<file path="src/rtl/mips_mc_ctrl_pkg.sv">
// mips_mc_ctrl_pkg
// Shared definitions for the multi-cycle MIPS main control FSM: opcodes,
// state encodings, ALUOp codes and the alu_src_b / pc_source mux codes.
// The ALU control stage and the datapath decode the same mux codes.
// Optional feature macro: MC_CTRL_ADDI_EN (adds the addi instruction).
package mips_mc_ctrl_pkg;

   localparam int OPCODE_W_DEF = 6;
   localparam int ALUOP_W_DEF  = 2;
   localparam int STATE_W_DEF  = 4;

`ifdef MC_CTRL_ADDI_EN
   localparam bit ADDI_EN = 1'b1;
`else
   localparam bit ADDI_EN = 1'b0;
`endif

   // Opcodes (IR[31:26])
   localparam logic [5:0] OP_RTYPE = 6'b000000;
   localparam logic [5:0] OP_LW    = 6'b100011;
   localparam logic [5:0] OP_SW    = 6'b101011;
   localparam logic [5:0] OP_BEQ   = 6'b000100;
   localparam logic [5:0] OP_J     = 6'b000010;
   localparam logic [5:0] OP_ADDI  = 6'b001000;

   // ALUOp toward ALU control
   localparam logic [1:0] ALUOP_ADD   = 2'b00;
   localparam logic [1:0] ALUOP_SUB   = 2'b01;
   localparam logic [1:0] ALUOP_FUNCT = 2'b10;

   // alu_src_b mux codes
   localparam logic [1:0] SRCB_B      = 2'b00;
   localparam logic [1:0] SRCB_FOUR   = 2'b01;
   localparam logic [1:0] SRCB_IMM    = 2'b10;
   localparam logic [1:0] SRCB_IMM_SH = 2'b11;

   // pc_source mux codes
   localparam logic [1:0] PCSRC_ALU    = 2'b00;
   localparam logic [1:0] PCSRC_ALUOUT = 2'b01;
   localparam logic [1:0] PCSRC_JUMP   = 2'b10;

   // Architectural state encodings (visible on state_o)
   typedef enum logic [3:0] {
      S_RESET    = 4'd0,
      S_FETCH    = 4'd1,
      S_DECODE   = 4'd2,
      S_MEM_ADDR = 4'd3,
      S_MEM_RD   = 4'd4,
      S_MEM_WB   = 4'd5,
      S_MEM_WR   = 4'd6,
      S_EXEC     = 4'd7,
      S_R_WB     = 4'd8,
      S_BRANCH   = 4'd9,
      S_JUMP     = 4'd10,
      S_ADDI_EX  = 4'd11,
      S_ADDI_WB  = 4'd12
   } state_t;

   // True for every opcode this build knows how to sequence.
   function automatic logic op_supported(input logic [5:0] op);
      logic ok;
      ok = (op == OP_RTYPE) || (op == OP_LW) || (op == OP_SW) ||
           (op == OP_BEQ)   || (op == OP_J)  ||
           ((op == OP_ADDI) && ADDI_EN);
      return ok;
   endfunction

endpackage

</file>
<file path="src/rtl/mips_mc_ctrl_decode.sv">
// mips_mc_ctrl_decode
// Combinational output decode for the multi-cycle control FSM.
// Inputs : state (current state code), opcode (IR[31:26]), mem_ready.
// Outputs: all datapath enables / mux selects, alu_op, instr_done, illegal_op.
// Every output is a function of state alone, except ir_write/pc_write in
// FETCH, instr_done in MEM_WR (both follow mem_ready) and illegal_op in
// DECODE (follows opcode). Unlisted and unbuilt states drive all zeros.
// Optional feature macro: MC_CTRL_ADDI_EN (ADDI_EX / ADDI_WB decode).
module mips_mc_ctrl_decode
   import mips_mc_ctrl_pkg::*;
#(
   parameter int OPCODE_W = OPCODE_W_DEF,
   parameter int ALUOP_W  = ALUOP_W_DEF,
   parameter int STATE_W  = STATE_W_DEF
) (
   input  logic [STATE_W-1:0]  state,
   input  logic [OPCODE_W-1:0] opcode,
   input  logic                mem_ready,
   output logic                pc_write,
   output logic                pc_write_cond,
   output logic                i_or_d,
   output logic                mem_read,
   output logic                mem_write,
   output logic                ir_write,
   output logic                mem_to_reg,
   output logic                reg_dst,
   output logic                reg_write,
   output logic                alu_src_a,
   output logic [1:0]          alu_src_b,
   output logic [1:0]          pc_source,
   output logic [ALUOP_W-1:0]  alu_op,
   output logic                instr_done,
   output logic                illegal_op
);

   always_comb begin
      pc_write      = 1'b0;
      pc_write_cond = 1'b0;
      i_or_d        = 1'b0;
      mem_read      = 1'b0;
      mem_write     = 1'b0;
      ir_write      = 1'b0;
      mem_to_reg    = 1'b0;
      reg_dst       = 1'b0;
      reg_write     = 1'b0;
      alu_src_a     = 1'b0;
      alu_src_b     = SRCB_B;
      pc_source     = PCSRC_ALU;
      alu_op        = ALUOP_W'(ALUOP_ADD);
      instr_done    = 1'b0;
      illegal_op    = 1'b0;

      case (state_t'(state))
         S_FETCH: begin
            // PC+4 computed every fetch cycle; IR and PC only load once
            // memory returns the word.
            mem_read  = 1'b1;
            alu_src_b = SRCB_FOUR;
            alu_op    = ALUOP_W'(ALUOP_ADD);
            pc_source = PCSRC_ALU;
            ir_write  = mem_ready;
            pc_write  = mem_ready;
         end
         S_DECODE: begin
            // Speculative branch target into ALUOut.
            alu_src_a  = 1'b0;
            alu_src_b  = SRCB_IMM_SH;
            alu_op     = ALUOP_W'(ALUOP_ADD);
            illegal_op = !op_supported(6'(opcode));
         end
         S_MEM_ADDR: begin
            alu_src_a = 1'b1;
            alu_src_b = SRCB_IMM;
            alu_op    = ALUOP_W'(ALUOP_ADD);
         end
         S_MEM_RD: begin
            mem_read = 1'b1;
            i_or_d   = 1'b1;
         end
         S_MEM_WB: begin
            reg_write  = 1'b1;
            mem_to_reg = 1'b1;
            reg_dst    = 1'b0;
            instr_done = 1'b1;
         end
         S_MEM_WR: begin
            mem_write  = 1'b1;
            i_or_d     = 1'b1;
            instr_done = mem_ready;
         end
         S_EXEC: begin
            alu_src_a = 1'b1;
            alu_src_b = SRCB_B;
            alu_op    = ALUOP_W'(ALUOP_FUNCT);
         end
         S_R_WB: begin
            reg_write  = 1'b1;
            reg_dst    = 1'b1;
            mem_to_reg = 1'b0;
            instr_done = 1'b1;
         end
         S_BRANCH: begin
            alu_src_a     = 1'b1;
            alu_src_b     = SRCB_B;
            alu_op        = ALUOP_W'(ALUOP_SUB);
            pc_write_cond = 1'b1;
            pc_source     = PCSRC_ALUOUT;
            instr_done    = 1'b1;
         end
         S_JUMP: begin
            pc_write   = 1'b1;
            pc_source  = PCSRC_JUMP;
            instr_done = 1'b1;
         end
`ifdef MC_CTRL_ADDI_EN
         S_ADDI_EX: begin
            alu_src_a = 1'b1;
            alu_src_b = SRCB_IMM;
            alu_op    = ALUOP_W'(ALUOP_ADD);
         end
         S_ADDI_WB: begin
            reg_write  = 1'b1;
            reg_dst    = 1'b0;
            mem_to_reg = 1'b0;
            instr_done = 1'b1;
         end
`endif
         default: begin
         end
      endcase
   end

endmodule

</file>
<file path="src/rtl/mips_mc_ctrl.sv">
// mips_mc_ctrl
// Multi-cycle main control FSM for the MIPS core. Sequences
// fetch / decode / execute / memory / writeback from the IR opcode and
// drives the datapath enables plus the 2-bit ALUOp for ALU control.
// Ports:
//   clk, rst_n (async, active-low)
//   opcode     IR[31:26], stable from DECODE to the end of the instruction
//   mem_ready  memory completes the current access this cycle
//   pc_write, pc_write_cond, i_or_d, mem_read, mem_write, ir_write,
//   mem_to_reg, reg_dst, reg_write, alu_src_a, alu_src_b, pc_source,
//   alu_op      datapath controls
//   instr_done  pulse in the final cycle of each instruction
//   illegal_op  pulse in DECODE on an unsupported opcode
//   state_o     current state (debug)
// Handshake: a memory access state (FETCH, MEM_RD, MEM_WR) holds its
// request asserted and stays put until mem_ready is sampled high on a
// rising edge; the access completes in that cycle.
// Optional feature macro: MC_CTRL_ADDI_EN (adds addi: ADDI_EX -> ADDI_WB).
// Outputs are decoded combinationally from the state register so that an
// asynchronous reset zeroes them in the same cycle.
module mips_mc_ctrl
   import mips_mc_ctrl_pkg::*;
#(
   parameter int OPCODE_W = OPCODE_W_DEF,
   parameter int ALUOP_W  = ALUOP_W_DEF,
   parameter int STATE_W  = STATE_W_DEF
) (
   input  logic                clk,
   input  logic                rst_n,
   input  logic [OPCODE_W-1:0] opcode,
   input  logic                mem_ready,
   output logic                pc_write,
   output logic                pc_write_cond,
   output logic                i_or_d,
   output logic                mem_read,
   output logic                mem_write,
   output logic                ir_write,
   output logic                mem_to_reg,
   output logic                reg_dst,
   output logic                reg_write,
   output logic                alu_src_a,
   output logic [1:0]          alu_src_b,
   output logic [1:0]          pc_source,
   output logic [ALUOP_W-1:0]  alu_op,
   output logic                instr_done,
   output logic                illegal_op,
   output logic [STATE_W-1:0]  state_o
);

   state_t state;

   always_ff @(posedge clk or negedge rst_n) begin
      if (!rst_n) begin
         state <= S_RESET;
      end else begin
         case (state)
            S_RESET:  state <= S_FETCH;
            S_FETCH:  if (mem_ready) state <= S_DECODE;
            S_DECODE: begin
               if (opcode == OPCODE_W'(OP_RTYPE))
                  state <= S_EXEC;
               else if ((opcode == OPCODE_W'(OP_LW)) || (opcode == OPCODE_W'(OP_SW)))
                  state <= S_MEM_ADDR;
               else if (opcode == OPCODE_W'(OP_BEQ))
                  state <= S_BRANCH;
               else if (opcode == OPCODE_W'(OP_J))
                  state <= S_JUMP;
`ifdef MC_CTRL_ADDI_EN
               else if (opcode == OPCODE_W'(OP_ADDI))
                  state <= S_ADDI_EX;
`endif
               else
                  state <= S_FETCH;  // illegal: abandon, no instr_done
            end
            // Only lw/sw reach MEM_ADDR, so anything other than lw is sw.
            S_MEM_ADDR: state <= (opcode == OPCODE_W'(OP_LW)) ? S_MEM_RD : S_MEM_WR;
            S_MEM_RD:   if (mem_ready) state <= S_MEM_WB;
            S_MEM_WR:   if (mem_ready) state <= S_FETCH;
            S_EXEC:     state <= S_R_WB;
`ifdef MC_CTRL_ADDI_EN
            S_ADDI_EX:  state <= S_ADDI_WB;
`endif
            // Writeback/branch/jump states, plus any unused or unbuilt
            // encoding, return to FETCH.
            default:    state <= S_FETCH;
         endcase
      end
   end

   assign state_o = STATE_W'(state);

   mips_mc_ctrl_decode #(
      .OPCODE_W (OPCODE_W),
      .ALUOP_W  (ALUOP_W),
      .STATE_W  (STATE_W)
   ) u_decode (
      .state         (STATE_W'(state)),
      .opcode        (opcode),
      .mem_ready     (mem_ready),
      .pc_write      (pc_write),
      .pc_write_cond (pc_write_cond),
      .i_or_d        (i_or_d),
      .mem_read      (mem_read),
      .mem_write     (mem_write),
      .ir_write      (ir_write),
      .mem_to_reg    (mem_to_reg),
      .reg_dst       (reg_dst),
      .reg_write     (reg_write),
      .alu_src_a     (alu_src_a),
      .alu_src_b     (alu_src_b),
      .pc_source     (pc_source),
      .alu_op        (alu_op),
      .instr_done    (instr_done),
      .illegal_op    (illegal_op)
   );

endmodule
</file>
<file path="config.mk">
export PLATFORM = sky130hd
export DESIGN_NAME = mips_mc_ctrl
export DESIGN_NICKNAME = d
export VERILOG_FILES = /design/src/rtl/mips_mc_ctrl_pkg.sv /design/src/rtl/mips_mc_ctrl_decode.sv /design/src/rtl/mips_mc_ctrl.sv
export SDC_FILE = /design/constraint.sdc
export NUM_CORES = 1
export LEC_CHECK = 0
export BUFFER_PORTS_ARGS = -buffer_cell sky130_fd_sc_hd__buf_2
export CORE_AREA = 4 4 41 43
export CTS_CLUSTER_DIAMETER = 80
export DETAILED_ROUTE_END_ITERATION = 6
export DIE_AREA = 0 0 45 47
export PLACE_DENSITY = 0.71
export SETUP_SLACK_MARGIN = 0.4
export SYNTH_ARGS = -nofsm -noshare
export SYNTH_HDL_FRONTEND = slang
export SYNTH_SLANG_ARGS = --single-unit
export TNS_END_PERCENT = 20
</file>
<file path="constraint.sdc">
create_clock -name clk -period 1.4 [get_ports clk]
set_input_delay 0.28 -clock clk [delete_from_list [all_inputs] [get_ports clk]]
set_output_delay 0.28 -clock clk [all_outputs]
set_load 0.05 [all_outputs]
</file>
Word-level counts from Yosys, hierarchy flattened
Index checks and enable logic that the tools add are counted.
{ "word_totals": {"regBits": 4, "latchBits": 0, "ram_bits": 0, "mem_bits_ro": 0, "word_cells": 55, "mem_count": 0} }
{ "classes": {"n_addsub": 0, "multipliers": 0, "div_mod_pow": 0, "order_cmp": 0, "eq_ne": 17, "n_shift": 0, "n_mux": 24, "bitwise": 0, "reduce_logical": 13} }
{ "ops": {"columns": ["cell", "count"], "rows": [
  ["$mux W4", 7],
  ["$pmux W4 S6", 1],
  ["$eq A4 B3 Y1 const B", 4],
  ["$eq A4 B4 Y1 const B", 3],
  ["$eq A6 B6 Y1 const B", 2],
  ["$mux W1", 10],
  ["$eq A4 B2 Y1 const B", 2],
  ["$pmux W2 S2", 2],
  ["$eq A6 B2 Y1 const B", 1],
  ["$eq A6 B3 Y1 const B", 1],
  ["$logic_not A6 Y1", 1],
  ["$ne A2 B2 Y1 const B", 3],
  ["$pmux W2 S3", 1],
  ["$reduce_or A2 Y1", 3],
  ["$logic_or A1 B1 Y1", 5],
  ["$eq A4 B1 Y1 const B", 1],
  ["$pmux W1 S2", 2],
  ["$reduce_or A4 Y1", 1],
  ["$reduce_and A3 Y1", 1],
  ["$reduce_or A3 Y1", 1],
  ["$mux W2", 1],
  ["$logic_not A1 Y1", 1]
]} }

Logic depth before layout (Yosys ltp)
{ "logic_depth": {"depth_word": 7, "ltp_mapped": 4, "depth_no_buf": 3} }

Modules after synthesis
Synthesis repeated with hierarchy kept, for this count alone.
{ "hier_totals": {"cells_unflattened": 72, "hier_area_um2": 588.1} }
{ "modules_own_cells": {"columns": ["module", "n_inst", "cells_each", "area_each_um2", "seq_area_each_um2"], "rows": [
  ["mips_mc_ctrl", 1, 31, 297.8, 100.1],
  ["mips_mc_ctrl_decode", 1, 41, 290.3, 0.0]
]} }

Worst setup path after synthesis
Ideal clock, no wire load.
{ "synth_timing": {"path_kind": "register to output", "startpoint": "register state[2] (netlist: state_o[2])", "endpoint": "output reg_write", "t_arrival_ns": 2.665, "t_required_ns": 1.120, "slack_ns": -1.545, "stages_incl_launch_ff": 5, "path_cell_list": "dfrtp_1 > buf_4 > nand2b_1 > nor3_1 > or2_1"} }
{ "synth_between": {"elab_chain_len": 3, "elab_cells_between_ends": 4} }
{ "synth_lines": {"columns": ["element", "line", "rtl"], "rows": [
  ["start: declaration", "mips_mc_ctrl.sv:50", "state_t state;"],
  ["start signal: assignment", "mips_mc_ctrl.sv:76", "S_MEM_ADDR: state <= (opcode == OPCODE_W'(OP_LW)) ? S_MEM_RD : S_MEM_WR;"],
  ["$eq A4 B3 Y1 / $eq A4 B4 Y1 (equally long branches)", "mips_mc_ctrl_decode.sv:53", "case (state_t'(state))"],
  ["$reduce_or A2 Y1 (no line) *", null, null],
  ["$mux W1 *", "mips_mc_ctrl_decode.sv:53", null],
  ["end: declaration", "mips_mc_ctrl.sv:40", "output logic reg_write,"]
]} }
Every way passes the cells marked *; elsewhere a longest branch is shown, timed or not.

Final worst setup path
Ends and elaborated chain as after synthesis.

==> flow_summary.ini <==
[global_routing]
grt_pass1_wl_um = 3110
grt_overflow = 0
antenna_found_initial = 0
grt_max_degree = 9
grt_pass1_vias = 736
grt_usage_pct = 20.7

[layout]
layoutNonFillerInstCount = 133
nFillCells = 55
seqCellArea_sq_um = 105
multi_input_area_sq_um = 541
largest_register_ffs = 4
drive_gt1_share_pct = 74.6
nets = 129
areaGrowthSynthToFinish_pct = 131
final_util_pct = 91.3
final_area_sq_um = 1190
n_antenna_cell = 0

[floorplanning]
fp.coreArea_sq_um = 1300
die_h_um = 47
io_pins = 31
die_x_um = 45
row_count = 13
die_area_sq_um = 2120
start_util_pct = 39.6

[timing]
fin_ws_ns = -0.307
fin_skew_ns = 0.000757
relSlewSlack_pct = 83.9
rsz0062_at_grt = yes
finalHoldViolCount = 0
finalSetupTns_ns = -4.26
drv_slew = 0
setup_viol = 22
post-route-min-period_ns = 1.71
worst_pin_slew_ns = 0.241
fin_crit_sh_pct = 122
whs_ns = 0.383
clock.fmax_mhz = 586

[setup_path]
crit_fanout = 8
crit_required_ns = 1.12
critical_path_class = flip-flop to output pin
end_kind = output pin
crit_arrival_ns = 1.43
cp_cell_sequence = nand2b_4 -> nor3_4 -> or2_4 -> buf_8
critPathMaxStageDelay_ns = 0.50
startpoint_type = flip-flop
crit_slowest_cell = dfrtp_2
crit_family = simple AND/OR/NAND/NOR gates
cp.buffers_inverters = 1

[synth]
synth_area_leaders = dfrtp_1 19%, nor2b_1 8.5%, nor2_1 7.3%
synthMostInstantiatedCell = nor2_1
synth_warnings = 0
yosysUniqueCellTypes = 30
synth_top_area_share_pct = 19.4
synthCells = 67
ys_async_sr_fraction_pct = 100
postSynthAreaPerCell_sq_um = 7.69
seq_area_frac_synth_pct = 19.4
synthesis.nets = 76
synth_commonest_cells = 10 x nor2_1, 7 x nor2b_1, 4 x dfrtp_1, 4 x nand2_1
syn-cell-area_sq_um = 515
yosys.area.top_type = dfrtp_1
synth_edf_count = 0
synth-main-ff-cell = dfrtp_1
ys_seq_elements = 4

[clock_tree]
cts_made_buffers = 3
cts.sink_count = 4
h-tree-depth = 1
cts_root_buf = clkbuf_4
clk_pin_slew_ns = 0.04
cts_tree = done
clkLatencyLatePin_ns = 0.24
clockBufferDepth = 2

[place]
dp.cells = 127
place_ws_ns = -0.110
gp_congestion = 0.784
portBuffers = 30
post_dp_cell_area_sq_um = 902
dp_hpwl_um = 1390

[power]
finalPower_mw = 2.98
pwr_density_cell_nw_per_um2 = 2510
leakagePower_nw = 0.516
ir_worst_vdd_mv = 1.82

[detailed_routing]
drc = 0
vias = 776
wl_um = 2480
firstDrtPassIters = 4
vias_per_cell = 5.83
ant_nets = 0
wl_per_cell_um = 18.7
first_iter_violations = 21

[hold_path]
worst_hold_path_type = input pin to asynchronous set/reset pin

[run_status]
violations = negative setup slack
status = complete, but fails checks

[run]
maxCapViolations = 0
-- cell type report --
| type | count | area share, % |
|---|---|---|
| Multi-Input combinational cell | 57 | 45.5 |
| Timing Repair Buffer | 53 | 41.9 |
| Sequential cell | 4 | 8.84 |
| Clock buffer | 3 | 1.89 |
| Tap cell | 15 | 1.58 |
| Inverter | 1 | 0.316 |
-- cells in the final DEF (no fill, tap or decap), types with 2 or more instances in the layout --
cell type   n
a21oi_1     3
buf_2       8
buf_4      17
buf_6      24
buf_8       2
clkbuf_4    3
dfrtp_2     4
nand2_1     3
nand2b_4    3
nand3b_1    3
nor2_1      3
nor2_2      3
nor2_4      4
nor2b_1     2
nor2b_2     2
nor2b_4     3
nor3_4      2
nor4b_4     2
o21a_1      3
o21ai_0     2
-- layer usage --
layer | share of wire [%] | vias to the layer above | GRT usage, %
li1 | - | 346 | -
met1 | 36 | 379 | 23.1
met2 | 56 | 45 | 39.3
met3 | 5.7 | 6 | 0.766
met4 | 2.5 | 0 | 11.7
met5 | 0 | - | 0
-- cells by family (layout without fill, tap and decap cells) --
| family | Yosys count | count (layout) | share of synthesized area (%) |
|---|---|---|---|
| simple gates | 38 | 38 | 48.5 |
| compound gates | 18 | 18 | 23.1 |
| buf+inv | 6 | 57 | 7.04 |
| flops | 4 | 4 | 19.4 |
| mux | 1 | 1 | 1.94 |
-- final timing paths --
kind,endpoint,cells past startpoint,slack (ns),startpoint
max,reg_write,4,-0.31,state_o[2]$_DFFE_PN0P_
min reg2reg,state_o[3]$_DFFE_PN0P_,2,0.74,state_o[1]$_DFFE_PN0P_
max reg2reg,state_o[0]$_DFFE_PN0P_,5,-0.06,state_o[0]$_DFFE_PN0P_
max in group asynchronous,state_o[2]$_DFFE_PN0P_,2,0.88,rst_n
min in group clk,state_o[3]$_DFFE_PN0P_,3,0.43,opcode[4]
min,state_o[0]$_DFFE_PN0P_,2,0.38,rst_n
-- power by group --
part	internal (mW)	switching [mW]	leakage, nW
Sequential	0.167	0.136	0.0454
Clock	0.0965	0.0561	0.0138
Combinational	1.10	1.42	0.456
-- what timing repair did --
item	CTS	global route
hold endpoints to repair	4	0
gates resized for setup	49	17
hold buffers	1	0
endpoints found under the setup margin	26	26
buffers inserted	1	1
pin swaps	8	5
No activity file was read; power rests on OpenSTA's default activity.
